--- src/rtl/seq_onehot_decoder_pkg.sv ---
// seq_onehot_decoder_pkg: shared mode encodings and the one-hot width helper
// Contents:
//   mode_e    - MODE_DIRECT (address load) / MODE_SCAN (walk every line)
//   onehot_w  - output width of an n-bit one-hot decoder (1 << n)
package seq_onehot_decoder_pkg;
    typedef enum logic {MODE_DIRECT = 1'b0, MODE_SCAN = 1'b1} mode_e;
    function automatic int onehot_w(input int n);
        return 1 << n;
    endfunction
endpackage

--- src/rtl/seq_onehot_decoder_dec_nx2n.sv ---
// dec_nx2n: combinational N-to-2^N one-hot decoder with enable
// Ports:
//   a  - address to decode
//   en - 0 forces an all-zero output
//   y  - one-hot of a when en, else zero
module dec_nx2n
    import seq_onehot_decoder_pkg::*;
#(
    parameter int N = 4
) (
    input  logic [N-1:0]           a,
    input  logic                   en,
    output logic [onehot_w(N)-1:0] y
);
    localparam int W = onehot_w(N);
    assign y = en ? W'(1) << a : '0;
endmodule

--- src/rtl/seq_onehot_decoder.sv ---
// seq_onehot_decoder: registered N-to-2^N one-hot decoder with direct load and dwell-timed scan
// Ports:
//   clk, rst_n - rising-edge clock, asynchronous active-low reset
//   en         - 0 blanks the outputs and freezes cur_addr / dwell counter
//   mode       - MODE_DIRECT loads in_addr via valid/ready, MODE_SCAN walks all lines
//   in_valid   - in_addr is valid
//   in_ready   - combinational en & direct mode
//   in_addr    - address to decode in direct mode
//   y          - registered one-hot select, zero when y_valid is low
//   cur_addr   - registered address currently decoded
//   y_valid    - y holds a valid one-hot
//   wrap       - one-cycle pulse when the scan steps from the last line to 0
module seq_onehot_decoder
    import seq_onehot_decoder_pkg::*;
#(
    parameter int N     = 4,
    parameter int DWELL = 4,
    parameter int DW_W  = 8
) (
    input  logic                   clk,
    input  logic                   rst_n,
    input  logic                   en,
    input  logic                   mode,
    input  logic                   in_valid,
    output logic                   in_ready,
    input  logic [N-1:0]           in_addr,
    output logic [onehot_w(N)-1:0] y,
    output logic [N-1:0]           cur_addr,
    output logic                   y_valid,
    output logic                   wrap
);
    localparam int W = onehot_w(N);
    logic [N-1:0]    cur_n;
    logic [DW_W-1:0] cnt, cnt_n;
    logic            yv_n, wrap_n, last;
    logic [W-1:0]    y_n;
    assign in_ready = en & (mode == MODE_DIRECT);
    assign last     = cnt == DW_W'(DWELL - 1);
    // Direct mode keeps the dwell counter at zero so a later scan entry
    // always dwells the full DWELL cycles on its first line.
    always_comb begin
        cur_n  = cur_addr;
        cnt_n  = cnt;
        yv_n   = 1'b0;
        wrap_n = 1'b0;
        if (en && mode == MODE_SCAN) begin
            yv_n   = 1'b1;
            cnt_n  = last ? '0 : cnt + 1'b1;
            cur_n  = last ? cur_addr + 1'b1 : cur_addr;
            wrap_n = last & (&cur_addr);
        end else if (en) begin
            cnt_n = '0;
            yv_n  = y_valid | in_valid;
            cur_n = in_valid ? in_addr : cur_addr;
        end
    end
    // Decoding the next-state address lets y land on the same edge as cur_addr.
    dec_nx2n #(.N(N)) u_dec (
        .a  (cur_n),
        .en (yv_n),
        .y  (y_n)
    );
    always_ff @(posedge clk or negedge rst_n) begin
        if (!rst_n) begin
            y        <= '0;
            cur_addr <= '0;
            y_valid  <= 1'b0;
            wrap     <= 1'b0;
            cnt      <= '0;
        end else begin
            y        <= y_n;
            cur_addr <= cur_n;
            y_valid  <= yv_n;
            wrap     <= wrap_n;
            cnt      <= cnt_n;
        end
    end
endmodule

--- config.mk ---
export PLATFORM = sky130hd
export DESIGN_NAME = seq_onehot_decoder
export DESIGN_NICKNAME = d
export VERILOG_FILES = /design/src/rtl/seq_onehot_decoder_pkg.sv /design/src/rtl/seq_onehot_decoder_dec_nx2n.sv /design/src/rtl/seq_onehot_decoder.sv
export SDC_FILE = /design/constraint.sdc
export NUM_CORES = 1
export LEC_CHECK = 0
export BUFFER_PORTS_ARGS = -buffer_cell sky130_fd_sc_hd__buf_2
export CORE_MARGIN = 5
export CORE_UTILIZATION = 56
export CTS_CLUSTER_DIAMETER = 200
export DETAILED_ROUTE_END_ITERATION = 6
export PLACE_DENSITY_LB_ADDON = 0.15
export SYNTH_ARGS = -nofsm -noshare
export SYNTH_HDL_FRONTEND = slang
export SYNTH_SLANG_ARGS = --single-unit
export TNS_END_PERCENT = 100
--- constraint.sdc ---
create_clock -name clk -period 5.4 [get_ports clk]
set_input_delay 0 -clock clk [delete_from_list [all_inputs] [get_ports clk]]
set_output_delay 0 -clock clk [all_outputs]
set_load 0.02 [all_outputs]
==> results.json <==
{
  "post-cts-setup-buffer-count": 0,
  "cap_violations": 0,
  "grt-ovfl-total": 0,
  "wl_per_cell_um": 15.6,
  "vias": 1111,
  "tightest_slew_ns": 0.651,
  "rows": 17,
  "yosys_warnings": 0,
  "synth_top_cell_area_share": 0.559,
  "core_region_area_mm2": 0.00225,
  "powerDensity_mw_per_mm2": 347,
  "post-route-drc-count": 0,
  "cpMaxStageDelayCell": "or4b_1",
  "synth_commonest_cells": "30 x dfrtp_1, 21 x nor2_1, 9 x o21ai_0",
  "pre_cts_slack_ns": 2.89,
  "max_stage_delay_ns": 0.60,
  "clk_path_buf_depth": 2,
  "power.leakage_nw": 0.824,
  "ctsResizeCount": 0,
  "numCtsBuffers": 5,
  "antenna_found_initial": 0,
  "min-delay-path-class": "primary input to flop",
  "path_delay_family": "simple AND/OR/NAND/NOR gates",
  "n_fill_cell": 181,
  "critPathKind": "flop to flop",
  "path_cells": "ha_1, or4b_1, o21ai_1, a21oi_1, or3_1, nor2_1",
  "n_antenna_cell": 0,
  "period_share": 0.466,
  "ys_types": 38,
  "drt_iter0_drc": 46,
  "ys.flop_type": "dfrtp_1",
  "use_met1": 0.254,
  "clk_root_buffer_cell": "clkbuf_4",
  "antenna_left": 0,
  "crit_fanout": 8,
  "avgSynthCellArea_um2": 10.3,
  "synth.largest_area_cell": "dfrtp_1",
  "worstSkewPairLatency_ns": 0.33,
  "layout_min_cycle_time_ns": 2.52,
  "dieHeight_um": 59.0,
  "slew_violations": 0,
  "syn2layout_area_growth_pct": 19.9,
  "grt_usage": 0.195,
  "cts.sinks": 30,
  "met3_usage": 0.0789,
  "tns_ns": 0,
  "synthTopCellsByArea": "dfrtp_1 56%, nor2_1 5.9%, o21ai_0 3.4%",
  "initial_core_util": 0.595,
  "use_met2": 0.289,
  "syn_nets": 141,
  "finClkSkew_ns": 0.0103,
  "io_pins": 32,
  "setup_ws_ns": 2.88,
  "numPortBuffers": 31,
  "htreeDepth": 2,
  "cp.arrival_ns": 2.77,
  "grt_pass1_vias": 1017,
  "peakVddDrop_mv": 0.267,
  "grt_max_degree": 31,
  "worstSetupStartpointType": "flop",
  "status": "finished clean",
  "fmax_mhz": 397,
  "critical_path_required_ns": 5.65,
  "critPathCaptureType": "flop",
  "synthArstFlopShare": 1.00,
  "crit_buf_inv": 0,
  "dieArea_mm2": 0.00348,
  "setup_violations": 0,
  "finalHoldViolCount": 0,
  "rsz0062_at_grt": "no",
  "finalNetCount": 177,
  "slew_headroom": 0.566,
  "grt_pass1_wl_um": 4930,
  "wl_um": 3050,
  "vias_per_cell": 5.70,
  "synth_area_mm2": 0.00134,
  "synth_edf_count": 0,
  "die-width_um": 59.0,
  "top_usage_layer": "met2",
  "ys_seq_elements": 30,
  "first_pass_iters": 4,
  "fin_util": 0.714,
  "drive_above_1_share": 0.251,
  "gp_congestion": 0.839,
  "cts_tree": "done",
  "place_hpwl_um": 2280,
  "clk_pin_slew_ns": 0.10,
  "yosysMostFrequentCell": "dfrtp_1",
  "ys_seq_area_frac": 0.559,
  "netlist_instances": 130
}
[metrics by stage]
step,total power [mW],std cells,hold WS (ns),cell area (µm²)
detailed placement,0.392,185,0.0639,1520
floorplan,0.348,130,-0.296,1340
CTS,0.563,195,0.00210,1610
global placement,0.387,185,0.0490,1520
finish,0.559,195,0.0108,1610
global route,0.593,195,0.0259,1610
[sequential cells by signal, summed over array words and instances, names as in the netlist]
signal    count
cnt           8
wrap          1
cur_addr      4
y            16
y_valid       1
[worst paths after layout]
check	depth (start not counted)	start	slack, ns	end
min reg2reg	1	cnt[7]	0.51	cnt[7]
max in group asynchronous	2	rst_n	4.74	cnt[1]
min in group asynchronous	2	rst_n	0.23	y[14]
max	6	cnt[0]	2.88	y[3]
max reg2reg	6	cnt[0]	2.88	y[3]
min	3	in_addr[3]	0.01	cur_addr[3]
[kinds of logic (layout without fill, tap and decap cells)]
group / after synthesis / after routing / synth area share
adder cells (fa/ha/maj): 2 / 2 / 0.0186
buffers and inverters: 8 / 45 / 0.0242
AO/OA/AOI/OAI: 29 / 29 / 0.155
XOR/XNOR: 1 / 1 / 0.00652
multiplexers: 1 / 1 / 0.00746
AND/OR/NAND/NOR: 59 / 59 / 0.229
flip-flops: 30 / 30 / 0.559
[worst register-to-register path, cell delays in order (launching register included)]
cell and delay [ns]:
dfrtp_1 0.40, ha_1 0.23, or4b_1 0.60, o21ai_1 0.53, a21oi_1 0.18, or3_1 0.40
nor2_1 0.12
[final cells by class]
| class | instances | area (µm²) | share of cell area |
|---|---|---|---|
| clock inverters | 1 | 30.0 | 0.0186 |
| inverters | 4 | 15.0 | 0.00932 |
| flip-flops and latches | 30 | 751 | 0.466 |
| clock buffers | 7 | 45.0 | 0.0280 |
| repair buffers | 33 | 175 | 0.109 |
| multi-input cells | 92 | 559 | 0.347 |
| well taps | 28 | 35.0 | 0.0218 |
[power by group]
| part | leakage [nW] | internal, mW | switching (mW) |
|---|---|---|---|
| Sequential | 0.404 | 0.242 | 0.0151 |
| Clock | 0.0395 | 0.0981 | 0.0725 |
| Combinational | 0.380 | 0.0463 | 0.0845 |
[layer usage]
metal | vias to the layer above | wire, µm
met5 | - | 0
met2 | 42 | 1390
met4 | 0 | 68
li1 | 538 | -
met3 | 8 | 272
met1 | 523 | 1320
[layout by cell type (no fill, tap or decap), types with 2 or more instances in the layout]
cell type      instances
dlygate4sd3_1          2
o31ai_1                2
clkbuf_1               2
a21o_1                 3
nand3b_1               3
nor2_1                21
clkbuf_4               5
a22o_1                 3
inv_1                  4
a31oi_1                2
dfrtp_1               30
ha_1                   2
a21oi_1                3
nor4_1                 2
nand2_1                8
and3_1                 2
nor2b_1                3
nand3_1                8
o21ai_0                9
buf_2                 31
or3_1                  2
[timing repair]
item                       CTS  global route
setup endpoints to repair    0             0
hold endpoints to repair    31             0
hold buffers                 2             0
Note: power is estimated with default switching activity, not from simulation.
